==> src/rtl/state_dump_streamer_pkg.sv <==
// Shared types and constants for the architectural state dump path.
// Header bytes, ASCII codes and FSM/section encodings.
package common;

    typedef enum logic [2:0] {
        IDLE,
        HEADER,
        FETCH,
        BITS,
        EOL,
        FINISH
    } dump_state_t;

    typedef enum logic {
        REGS,
        MEM
    } dump_section_t;

    localparam logic [7:0] ASCII_ZERO = 8'h30;
    localparam logic [7:0] ASCII_ONE  = 8'h31;
    localparam logic [7:0] ASCII_CR   = 8'h0D;
    localparam logic [7:0] ASCII_LF   = 8'h0A;

    localparam logic [0:6][7:0] REGS_HDR = {
        8'h52, 8'h45, 8'h47, 8'h53, 8'h3A, ASCII_CR, ASCII_LF
    };

    localparam logic [0:5][7:0] MEM_HDR = {
        8'h4D, 8'h45, 8'h4D, 8'h3A, ASCII_CR, ASCII_LF
    };

    function automatic logic [7:0] hdr_byte(
        input dump_section_t sec,
        input logic [2:0]    i
    );
        logic [7:0] b;
        b = 8'h00;
        if (sec == REGS) begin
            if (i < 3'd7) b = REGS_HDR[i];
        end else begin
            if (i < 3'd6) b = MEM_HDR[i];
        end
        return b;
    endfunction

    function automatic logic hdr_is_last(
        input dump_section_t sec,
        input logic [2:0]    i
    );
        return (sec == REGS) ? (i == 3'd6) : (i == 3'd5);
    endfunction

endpackage

==> src/rtl/state_dump_streamer_serializer.sv <==
// Turns one loaded word into an ASCII binary line, MSB first, then CR LF.
// Presents one byte at a time over valid/ready; line_done on the LF accept.
module word_line_serializer
    import common::*;
#(
    parameter int WIDTH = 32
) (
    input  logic             clk,
    input  logic             rst,
    input  logic             load,
    input  logic [WIDTH-1:0] word,
    input  logic             ready,
    output logic             valid,
    output logic [7:0]       data,
    output logic             bits_last,
    output logic             line_done
);

    localparam int CNT_W = $clog2(WIDTH + 1);

    logic [WIDTH-1:0] shreg;
    logic [CNT_W-1:0] cnt;
    logic             lf_phase;
    logic             active;
    logic             accept;

    assign valid  = active;
    assign accept = active && ready;

    always_comb begin
        data = ASCII_CR;
        if (cnt != '0) begin
            data = shreg[WIDTH-1] ? ASCII_ONE : ASCII_ZERO;
        end else if (lf_phase) begin
            data = ASCII_LF;
        end
    end

    assign bits_last = accept && (cnt == CNT_W'(1));
    assign line_done = accept && (cnt == '0) && lf_phase;

    always_ff @(posedge clk or negedge rst) begin
        if (!rst) begin
            shreg    <= '0;
            cnt      <= '0;
            lf_phase <= 1'b0;
            active   <= 1'b0;
        end else if (load) begin
            shreg    <= word;
            cnt      <= CNT_W'(WIDTH);
            lf_phase <= 1'b0;
            active   <= 1'b1;
        end else if (accept) begin
            if (cnt != '0) begin
                shreg <= shreg << 1;
                cnt   <= cnt - 1'b1;
            end else if (!lf_phase) begin
                lf_phase <= 1'b1;
            end else begin
                active <= 1'b0;
            end
        end
    end

endmodule

==> src/rtl/state_dump_streamer.sv <==
// Dumps register file then data memory as ASCII binary lines to uart_tx.
// Reads state only through the read ports; one byte per accept.
module state_dump_streamer
    import common::*;
#(
    parameter int CPU_DATA_WIDTH              = 32,
    parameter int REG_COUNT                   = 32,
    parameter int REGISTER_FILE_ADDRESS_WIDTH = 5,
    parameter int MEM_WORDS                   = 32,
    parameter int DATA_ADDRESS_WIDTH          = 6
) (
    input  logic                                   clk,
    input  logic                                   rst,
    input  logic                                   start,
    output logic [REGISTER_FILE_ADDRESS_WIDTH-1:0] reg_rd_id,
    input  logic [CPU_DATA_WIDTH-1:0]              reg_rd_data,
    output logic [DATA_ADDRESS_WIDTH-1:0]          mem_rd_addr,
    input  logic [CPU_DATA_WIDTH-1:0]              mem_rd_data,
    output logic [7:0]                             tx_byte,
    output logic                                   tx_valid,
    input  logic                                   tx_ready,
    output logic                                   busy,
    output logic                                   done
);

    localparam int MAX_CNT = (REG_COUNT > MEM_WORDS) ? REG_COUNT : MEM_WORDS;
    localparam int IDX_W   = (MAX_CNT > 1) ? $clog2(MAX_CNT) : 1;

    dump_state_t   state, state_nx;
    dump_section_t section, section_nx;
    logic [IDX_W-1:0] idx, idx_nx;
    logic [2:0]       hdr_idx, hdr_idx_nx;
    logic             fetch_ph, fetch_ph_nx;

    logic                      ser_load;
    logic                      ser_valid;
    logic [7:0]                ser_byte;
    logic                      ser_bits_last;
    logic                      ser_line_done;
    logic [CPU_DATA_WIDTH-1:0] rd_word;
    logic                      idx_last;

    // Address follows the index for the whole section, so the read port
    // has a full cycle of setup before the capture cycle.
    assign reg_rd_id = (section == REGS)
        ? REGISTER_FILE_ADDRESS_WIDTH'(idx) : '0;
    assign mem_rd_addr = (section == MEM)
        ? DATA_ADDRESS_WIDTH'(idx) : '0;

    assign rd_word  = (section == REGS) ? reg_rd_data : mem_rd_data;
    assign idx_last = (section == REGS)
        ? (idx == IDX_W'(REG_COUNT - 1))
        : (idx == IDX_W'(MEM_WORDS - 1));

    word_line_serializer #(
        .WIDTH(CPU_DATA_WIDTH)
    ) u_line (
        .clk      (clk),
        .rst      (rst),
        .load     (ser_load),
        .word     (rd_word),
        .ready    (tx_ready),
        .valid    (ser_valid),
        .data     (ser_byte),
        .bits_last(ser_bits_last),
        .line_done(ser_line_done)
    );

    always_ff @(posedge clk or negedge rst) begin
        if (!rst) begin
            state    <= IDLE;
            section  <= REGS;
            idx      <= '0;
            hdr_idx  <= '0;
            fetch_ph <= 1'b0;
        end else begin
            state    <= state_nx;
            section  <= section_nx;
            idx      <= idx_nx;
            hdr_idx  <= hdr_idx_nx;
            fetch_ph <= fetch_ph_nx;
        end
    end

    always_comb begin
        state_nx    = state;
        section_nx  = section;
        idx_nx      = idx;
        hdr_idx_nx  = hdr_idx;
        fetch_ph_nx = fetch_ph;
        tx_valid    = 1'b0;
        tx_byte     = 8'h00;
        busy        = 1'b1;
        done        = 1'b0;
        ser_load    = 1'b0;
        unique case (state)
            IDLE: begin
                busy = 1'b0;
                if (start) begin
                    state_nx   = HEADER;
                    section_nx = REGS;
                    idx_nx     = '0;
                    hdr_idx_nx = '0;
                end
            end
            HEADER: begin
                tx_valid = 1'b1;
                tx_byte  = hdr_byte(section, hdr_idx);
                if (tx_ready) begin
                    if (hdr_is_last(section, hdr_idx)) begin
                        hdr_idx_nx  = '0;
                        fetch_ph_nx = 1'b0;
                        state_nx    = FETCH;
                    end else begin
                        hdr_idx_nx = hdr_idx + 3'd1;
                    end
                end
            end
            FETCH: begin
                if (!fetch_ph) begin
                    fetch_ph_nx = 1'b1;
                end else begin
                    ser_load    = 1'b1;
                    fetch_ph_nx = 1'b0;
                    state_nx    = BITS;
                end
            end
            BITS: begin
                tx_valid = ser_valid;
                tx_byte  = ser_byte;
                if (ser_bits_last) state_nx = EOL;
            end
            EOL: begin
                tx_valid = ser_valid;
                tx_byte  = ser_byte;
                if (ser_line_done) begin
                    if (!idx_last) begin
                        idx_nx   = idx + 1'b1;
                        state_nx = FETCH;
                    end else if (section == REGS) begin
                        section_nx = MEM;
                        idx_nx     = '0;
                        state_nx   = HEADER;
                    end else begin
                        state_nx = FINISH;
                    end
                end
            end
            FINISH: begin
                busy     = 1'b0;
                done     = 1'b1;
                state_nx = IDLE;
            end
            default: state_nx = IDLE;
        endcase
    end

endmodule
==> config.mk <==
export PLATFORM = sky130hd
export DESIGN_NAME = state_dump_streamer
export DESIGN_NICKNAME = d
export VERILOG_FILES = /design/src/rtl/state_dump_streamer_pkg.sv /design/src/rtl/state_dump_streamer_serializer.sv /design/src/rtl/state_dump_streamer.sv
export SDC_FILE = /design/constraint.sdc
export NUM_CORES = 1
export LEC_CHECK = 0
export CORE_ASPECT_RATIO = 1.5
export CORE_UTILIZATION = 50
export CTS_BUF_LIST = sky130_fd_sc_hd__clkbuf_4
export CTS_CLUSTER_SIZE = 24
export DETAILED_ROUTE_END_ITERATION = 10
export PLACE_DENSITY = 0.93
export REMOVE_ABC_BUFFERS = 1
export SLEW_MARGIN = 20
export SYNTH_ARGS = -nofsm -noshare
export SYNTH_HDL_FRONTEND = slang
export SYNTH_SLANG_ARGS = --single-unit
==> constraint.sdc <==
create_clock -name clk -period 3.6 [get_ports clk]
set_clock_uncertainty 0.05 [all_clocks]
set_input_delay 0.36 -clock clk [delete_from_list [all_inputs] [get_ports clk]]
set_output_delay 0.36 -clock clk [all_outputs]
set_load 0.02 [all_outputs]
# Yosys cells after proc, flatten, opt, wreduce, memory -nomap -nowiden
# Memories as Yosys holds them, arrays and structs flattened.
# Cells that the tools add are included.
# totals
reg_bits,53
output_inout_bits,22
romBits,128
memories,2
inputBits,68
word_cells,118
# memory_table
memory,depth,width,rd,rd_clocked_by_memory_dff,write_ports,line_no,source
(name not given),8,8,1,0,0,state_dump_streamer_pkg.sv:41,if (i < 3'd6) b = MEM_HDR[i];
(name not given),8,8,1,0,0,state_dump_streamer_pkg.sv:39,if (i < 3'd7) b = REGS_HDR[i];
# op_classes
reduce_logical,23
eq_ne,18
bitwise,1
mux,59
addsub,3
magnitude_cmp,3
# op_table
op,n
$mux W32,4
$mux W8,8
$mux W3,12
$mux W5,6
$mux W1,19
$mux W6,3
$ne A2 B2 Y1 const B,8
$pmux W8 S2,1
$pmux W3 S5,1
$eq A3 B3 Y1 const B,4
$reduce_bool A2 Y1,6
$pmux W5 S2,1
$reduce_and A3 Y1,3
$reduce_and A4 Y1,2
$eq A3 B2 Y1 const B,2
$eq A6 B1 Y1 const B,1
$logic_not A6 Y1,1
$lt A3 B3 Y1 const B,2
$pmux W1 S2,3
$pmux W3 S2,1
$reduce_and A6 Y1,1
$reduce_bool A6 Y1,1
$sub A6 B1 Y6 const B,1
$add A5 B1 Y5 const B,1
10 further kinds,15

# Depth between registers and ports, before layout
# Gate-level depths: netlist of run 1.
# logic_depth
ltp_word,7
depth_mapped,7
depth_no_buf,7

# Modules after synthesis
# A second synthesis of run 1 with hierarchy kept.
# hier_totals
hier_cells,481
hier_area_um2,4196.5
# by_module_without_submodules
mod,cells_each,area_per_inst_um2,seq_area_each_um2,n_inst
word_line_serializer,297,2588.7,1001.0,1
state_dump_streamer,184,1607.8,325.3,1

# Worst setup path after synthesis of run 1
# No wires, ideal clock.
# synth_path
path_kind,register to output
startpoint,register u_line.cnt[0]
endpoint,output tx_byte[2]
path_slack_ns,1.555
path_stages_with_launch,6
t_arrival_ns,1.635
required_time_ns,3.190
path_cell_list,dfrtp_1 inv_1 ha_1 nor3b_4 nand2_1 o31ai_1
# synth_via
elab_chain_len,3
# synth_lines
element,line_no,source
start: declaration,state_dump_streamer_serializer.sv:22,logic [CNT_W-1:0] cnt;
start signal: assignment,state_dump_streamer_serializer.sv:50,cnt <= CNT_W'(WIDTH);
start signal: assignment,state_dump_streamer_serializer.sv:56,cnt <= cnt - 1'b1;
$reduce_bool A6 Y1,state_dump_streamer_serializer.sv:32,if (cnt != '0) begin
$mux W8,state_dump_streamer_serializer.sv:32,
$pmux W8 S2,state_dump_streamer.sv:96,unique case (state)
end: declaration,state_dump_streamer.sv:19,"output logic [7:0] tx_byte,"
# Every way passes these cells.

# Final worst setup path of run 1
# layout_path
startpoint,register state[0]
endpoint,output tx_byte[2]
# layout_via
elab_chain_len,3
word_cells_on_any_way,5
# layout_lines
element,line_no,source
start: declaration,state_dump_streamer.sv:29,"dump_state_t state, state_nx;"
start signal: assignment,state_dump_streamer.sv:77,state <= state_nx;
$eq A3 B3 Y1 / $eq A3 B2 Y1 (equally long branches),state_dump_streamer.sv:96,
$reduce_or A2 Y1 (no line),n/a,
$pmux W8 S2 (*),state_dump_streamer.sv:96,
# Mark *: on every way between the ends. The rest lies on a longest branch, timed or not.

==> flow_metrics.env, run 1 <==
export IMPL_setup_tns_ns=0
export IMPL_detail_route_antenna_nets=0
export IMPL_synth_cell_types=53
export IMPL_r2r_slack_ns=1.28
export IMPL_tritoncts="yes"
export IMPL_ios=90
export IMPL_power_density_nw_per_um2=643
export IMPL_core_area_um2=6850
export IMPL_layout_setup_ws_ns=0.419
export IMPL_wl_per_cell_um=14.0
export IMPL_dr_first_iter_drc_count=187
export IMPL_end_kind="output port"
export IMPL_die_w_um=70.8
export IMPL_reg2reg_depth=7
export IMPL_drc=4
export IMPL_htree_levels=2
export IMPL_yosys_warnings=0
export IMPL_yosysSeqAreaShare=0.373
export IMPL_finish_net_count=537
export IMPL_postSynthAreaPerCell_um2=9.27
export IMPL_slew_violations=0
export IMPL_overflow=0
export IMPL_cts_sinks=53
export IMPL_dieArea_um2=7450
export IMPL_rows=37
export IMPL_fmax_mhz=314
export IMPL_synth_top_family_by_area="multiplexers"
export IMPL_synth_largest_area_cell="dfrtp_1"
export IMPL_synth_mux_area_frac=0.214
export IMPL_tightest_slew_ns=0.699
export IMPL_whs_ns=0.414
export IMPL_async_reset_ff_frac=1.00
export IMPL_synth_simple_area_share=0.159
export IMPL_reg2reg_from="u_line.cnt[1]"
export IMPL_startpoint_type="flop"
export IMPL_cp_max_fo=16
export IMPL_critical_path_required_ns=3.19
export IMPL_finalCritPeriodShare=0.884
export IMPL_root_buffer="clkbuf_4"
export IMPL_cp_data_arrival_time_ns=2.77
export IMPL_hold_violations=0
export IMPL_track_usage=0.212
export IMPL_vias=2997
export IMPL_area_growth_pct=27.3
export IMPL_grt_pass1_vias=2941
export IMPL_post_place_ws_ns=0.859
export IMPL_synth_area_um2=3550
export IMPL_numCtsBuffers=5
export IMPL_violations="design-rule violations"
export IMPL_grt_max_degree=45
export IMPL_synthAdderAreaFrac=0.0423
export IMPL_rsz0062_at_grt="no"
export IMPL_die_height_um=105
export IMPL_dpl_hpwl_um=5630
export IMPL_synth_edf_count=0
export IMPL_cts_hold_fix_buffers=1
export IMPL_synth_xor_area_share=0.00493
export IMPL_p_leak_nw=1.81
export IMPL_clk_latency_ns=0.38
export IMPL_yosys_most_used_dff="dfrtp_1"
export IMPL_initial_core_util=0.518
export IMPL_cts_buffer_depth=2
export IMPL_antenna_cells=0
export IMPL_viasPerCell=5.59
export IMPL_synth_seq_cells=53
export IMPL_synth_area_leaders="dfrtp_1, mux2_2, mux2i_1"
export IMPL_r2r_end="u_line.shreg[3]"
export IMPL_grt_first_pass_wirelength_um=12800
export IMPL_layout_drive_gt1_share=0.124
export IMPL_gp_congestion=0.887
export IMPL_synth_compound_area_frac=0.155
export IMPL_portBuffers=87
export IMPL_synth_cells=383
export IMPL_synth_top_area_share=0.373
export IMPL_holdCritPathClass="in -> async"
export IMPL_wl_um=7500
export IMPL_ir_worst_vdd_v=0.000352
export IMPL_crit_type="reg -> out"
export IMPL_fillers=580
export IMPL_drv_cap=0
export IMPL_period_needed_ns=3.18
export IMPL_antenna_found_initial=0
export IMPL_path_clk_slew_ns=0.17
export IMPL_status="complete, but fails checks"
export IMPL_yosys_top_cells_count="dfrtp_1, nor2_1, a21oi_1"
export IMPL_finalSetupViolCount=0
export IMPL_slew_headroom=0.529
export IMPL_cts_resized_gates=0
export IMPL_post_cts_buffers=0
export IMPL_drt_pass1_iter_count=9
==> metal layers <==
| layer | part of all wire | global-route usage | wire length, um | up-vias |
|---|---|---|---|---|
| met5 | 0 | 0 | 0 | - |
| met3 | 0.043 | 0.0335 | 322 | 16 |
| met1 | 0.40 | 0.249 | 2980 | 1380 |
| met4 | 0.032 | 0.0929 | 238 | 0 |
| li1 | - | - | - | 1497 |
| met2 | 0.53 | 0.378 | 3960 | 104 |
==> how the worst max path moves through the flow <==
stage | slack, ns | start | to
after CTS | 0.41 | state[0] | tx_byte[2]
final | 0.42 | state[0] | tx_byte[2]
after detailed placement | 0.86 | state[0] | tx_byte[2]
after global routing | 0.21 | state[0] | tx_byte[0]
after global placement | 0.91 | state[0] | tx_byte[2]
after floorplan | -5.16 | state[0] | u_line.shreg[13]
==> layout make-up <==
class	instances	area (um2)	area share
repair buffers	93	913	0.202
clock inverters	3	26.3	0.00581
clock buffers	5	37.5	0.00830
flip-flops and latches	53	1330	0.294
well taps	78	97.6	0.0216
multi-input cells	289	2060	0.456
inverters	15	56.3	0.0125
==> layout by cell type, fill, tap and decap left out, drive strengths merged, types with 9 or more instances in the layout <==
| cell type | netlist | final |
|---|---|---|
| clkdlybuf4s50 | 0 | 86 |
| nor2 | 54 | 54 |
| dfrtp | 53 | 53 |
| a21oi | 42 | 42 |
| mux2 | 36 | 36 |
| mux2i | 35 | 35 |
| nand2 | 16 | 16 |
| inv | 15 | 16 |
| o21ai | 12 | 12 |
| ha | 12 | 12 |
| nor2b | 9 | 9 |
==> per-stage QoR <==
stage	util	cells	area (um2)	total power [mW]
6_report	0.660	536	4520	2.91
5_1_grt	0.660	536	4520	3.15
4_1_cts	0.660	536	4520	2.93
3_5_place_dp	0.649	527	4450	2.64
3_3_place_gp	0.649	527	4450	2.57
2_1_floorplan	-	357	3430	2.22
==> power by group <==
| group | internal, mW | switching [mW] | total (mW) |
|---|---|---|---|
| Combinational | 0.824 | 0.712 | 1.54 |
| Clock | 0.0809 | 0.204 | 0.285 |
| Sequential | 0.850 | 0.238 | 1.09 |
==> registers in the layout, summed over array words and instances, names as in the netlist <==
name,count
hdr_idx,3
u_line.lf_phase,1
u_line.valid,1
idx,5
fetch_ph,1
section,1
u_line.shreg,32
state,3
u_line.cnt,6
==> cell families after synthesis <==
kind of cell | count (synthesis)
compound gates | 88
xor+xnor | 2
fa+ha+maj | 12
buf+inv | 42
flops | 53
mux | 71
other cells | 1
simple gates | 114
==> critical path: stages, from the launching register on <==
cell and delay (ns):
dfrtp_1 0.71, nor2b_1 0.47, nand2b_1 0.23, a211o_1 0.27, o31ai_1 0.07, clkdlybuf4s50_1 0.64
Power figures use the tool's default switching activity.
==> run 2: changes to the inputs <==
- GPL_ROUTABILITY_DRIVEN: default -> 0
==> flow_metrics.env, run 2 (synthesized netlist as in run 1, its figures left out) <==
export IMPL_status="complete, but fails checks"
export IMPL_violations="design-rule violations"
export IMPL_fillers=571
export IMPL_slew_headroom=0.606
export IMPL_final_cell_mix="clkdlybuf4s50_1, nor2_1, dfrtp_1"
export IMPL_cts_sinks=53
export IMPL_slowest_delay_ns=0.71
export IMPL_core_area_um2=6850
export IMPL_drt_pass1_iter_count=8
export IMPL_antenna_cells=0
export IMPL_vias=3113
export IMPL_die_height_um=105
export IMPL_wl_um=7930
export IMPL_finalSetupViolCount=0
export IMPL_detail_route_antenna_nets=0
export IMPL_path_clk_slew_ns=0.16
export IMPL_power_density_nw_per_um2=660
export IMPL_regMostFlops="u_line.shreg"
export IMPL_cp_max_fo=16
export IMPL_end_kind="output port"
export IMPL_rows=37
export IMPL_fmax_mhz=309
export IMPL_dpl_hpwl_um=5960
export IMPL_finalCritPeriodShare=0.899
export IMPL_dr_first_iter_drc_count=122
export IMPL_viasPerCell=5.81
export IMPL_htree_levels=2
export IMPL_crit_chain="nor2b_1, nand2b_1, a211o_1, o31ai_1, clkdlybuf4s50_1"
export IMPL_antenna_found_initial=0
export IMPL_route_met3_wl_um=341
export IMPL_portBuffers=87
export IMPL_cts_hold_fix_buffers=1
export IMPL_area_growth_pct=27.7
export IMPL_final_area_um2=4540
export IMPL_dieArea_um2=7450
export IMPL_layout_drive_gt1_share=0.122
export IMPL_initial_core_util=0.518
export IMPL_stdcell_count=536
export IMPL_clock_power_share=0.112
export IMPL_wl_met1_um=3090
export IMPL_post_place_ws_ns=0.819
export IMPL_post_cts_buffers=0
export IMPL_grt_pass1_vias=3068
export IMPL_highest_signal_layer="met4"
export IMPL_rsz0062_at_grt="no"
export IMPL_drv_cap=0
export IMPL_internal_power_mw=1.83
export IMPL_wl_per_cell_um=14.8
export IMPL_drc=6
export IMPL_crit_family="simple AND/OR/NAND/NOR gates"
export IMPL_die_w_um=70.8
export IMPL_track_usage=0.220
export IMPL_dp_cells=527
export IMPL_startpoint_type="flop"
export IMPL_layout_setup_ws_ns=0.363
export IMPL_cts_buffer_depth=2
export IMPL_numCtsBuffers=5
export IMPL_overflow=0
export IMPL_dr_wl_met2_um=4270
export IMPL_p_sw_frac=0.389
export IMPL_largest_register_ffs=32
export IMPL_period_needed_ns=3.24
export IMPL_ir_worst_vdd_v=0.000337
export IMPL_biggestRegsByFlops="u_line.shreg: 32 flops, u_line.cnt: 6 flops, idx: 5 flops"
export IMPL_post_route_util=0.662
export IMPL_finish_net_count=537
export IMPL_critical_path_required_ns=3.19
export IMPL_mostFrequentLayoutCell="clkdlybuf4s50_1"
export IMPL_slowest_stage="dfrtp_1"
export IMPL_slew_violations=0
export IMPL_holdCritPathClass="in -> async"
export IMPL_cts_resized_gates=0
export IMPL_tightest_slew_ns=0.585
export IMPL_grt_max_degree=43
export IMPL_pwr_share_seq=0.366
export IMPL_root_buffer="clkbuf_4"
export IMPL_post_dp_cell_area_um2=4450
export IMPL_crit_type="reg -> out"
export IMPL_tritoncts="yes"
export IMPL_clk_latency_ns=0.37
export IMPL_p_leak_nw=1.82
export IMPL_p_sw_mw=1.17
export IMPL_combPwrFrac=0.522
export IMPL_ios=90
export IMPL_grt_first_pass_wirelength_um=13300
export IMPL_hold_violations=0
export IMPL_cp_data_arrival_time_ns=2.83
export IMPL_path_buf_inv=1
## run 2: worst paths after layout
check | startpoint | endpoint | slack, ns | depth (start not counted)
setup / recovery | state[0] | tx_byte[2] | 0.36 | 5
hold / removal | rst | u_line.shreg[23] | 0.39 | 2
setup reg to reg | state[1] | u_line.shreg[17] | 1.22 | 5
hold reg to reg | u_line.shreg[13] | u_line.shreg[13] | 0.47 | 1
max in group asynchronous | rst | u_line.cnt[2] | 2.30 | 3
min in group clk | u_line.shreg[13] | u_line.shreg[13] | 0.47 | 1
## run 2: final cells by class
type / instances / area [um2] / share of cell area
Inverter: 15 / 56.3 / 0.0124
Clock inverter: 2 / 33.8 / 0.00745
Sequential cell: 53 / 1330 / 0.293
Multi-Input combinational cell: 289 / 2060 / 0.455
Timing Repair Buffer: 93 / 913 / 0.201
Clock buffer: 6 / 45.0 / 0.00993
Tap cell: 78 / 97.6 / 0.0215
## run 2: layer usage
metal,GRT usage,vias to the layer above
li1,-,1497
met4,0.0871,0
met2,0.411,124
met5,0,-
met1,0.243,1465
met3,0.0344,27
## run 2: power groups by stage
stage / Clock (mW) / Combinational (mW) / Sequential [mW]
finish: 0.336 / 1.56 / 1.10
floorplan: 0 / 1.19 / 1.03
global route: 0.361 / 1.73 / 1.14
detailed placement: 0 / 1.56 / 1.11
CTS: 0.340 / 1.57 / 1.09
global placement: 0 / 1.49 / 1.08
## run 2: stage by stage
stage,hold WS (ns),power [mW],setup TNS (ns)
final,0.386,3.00,0
after global routing,0.428,3.22,0
after CTS,0.399,3.00,0
after detailed placement,0.286,2.67,0
after global placement,0.271,2.56,0
after floorplan,0.0144,2.22,-192.27
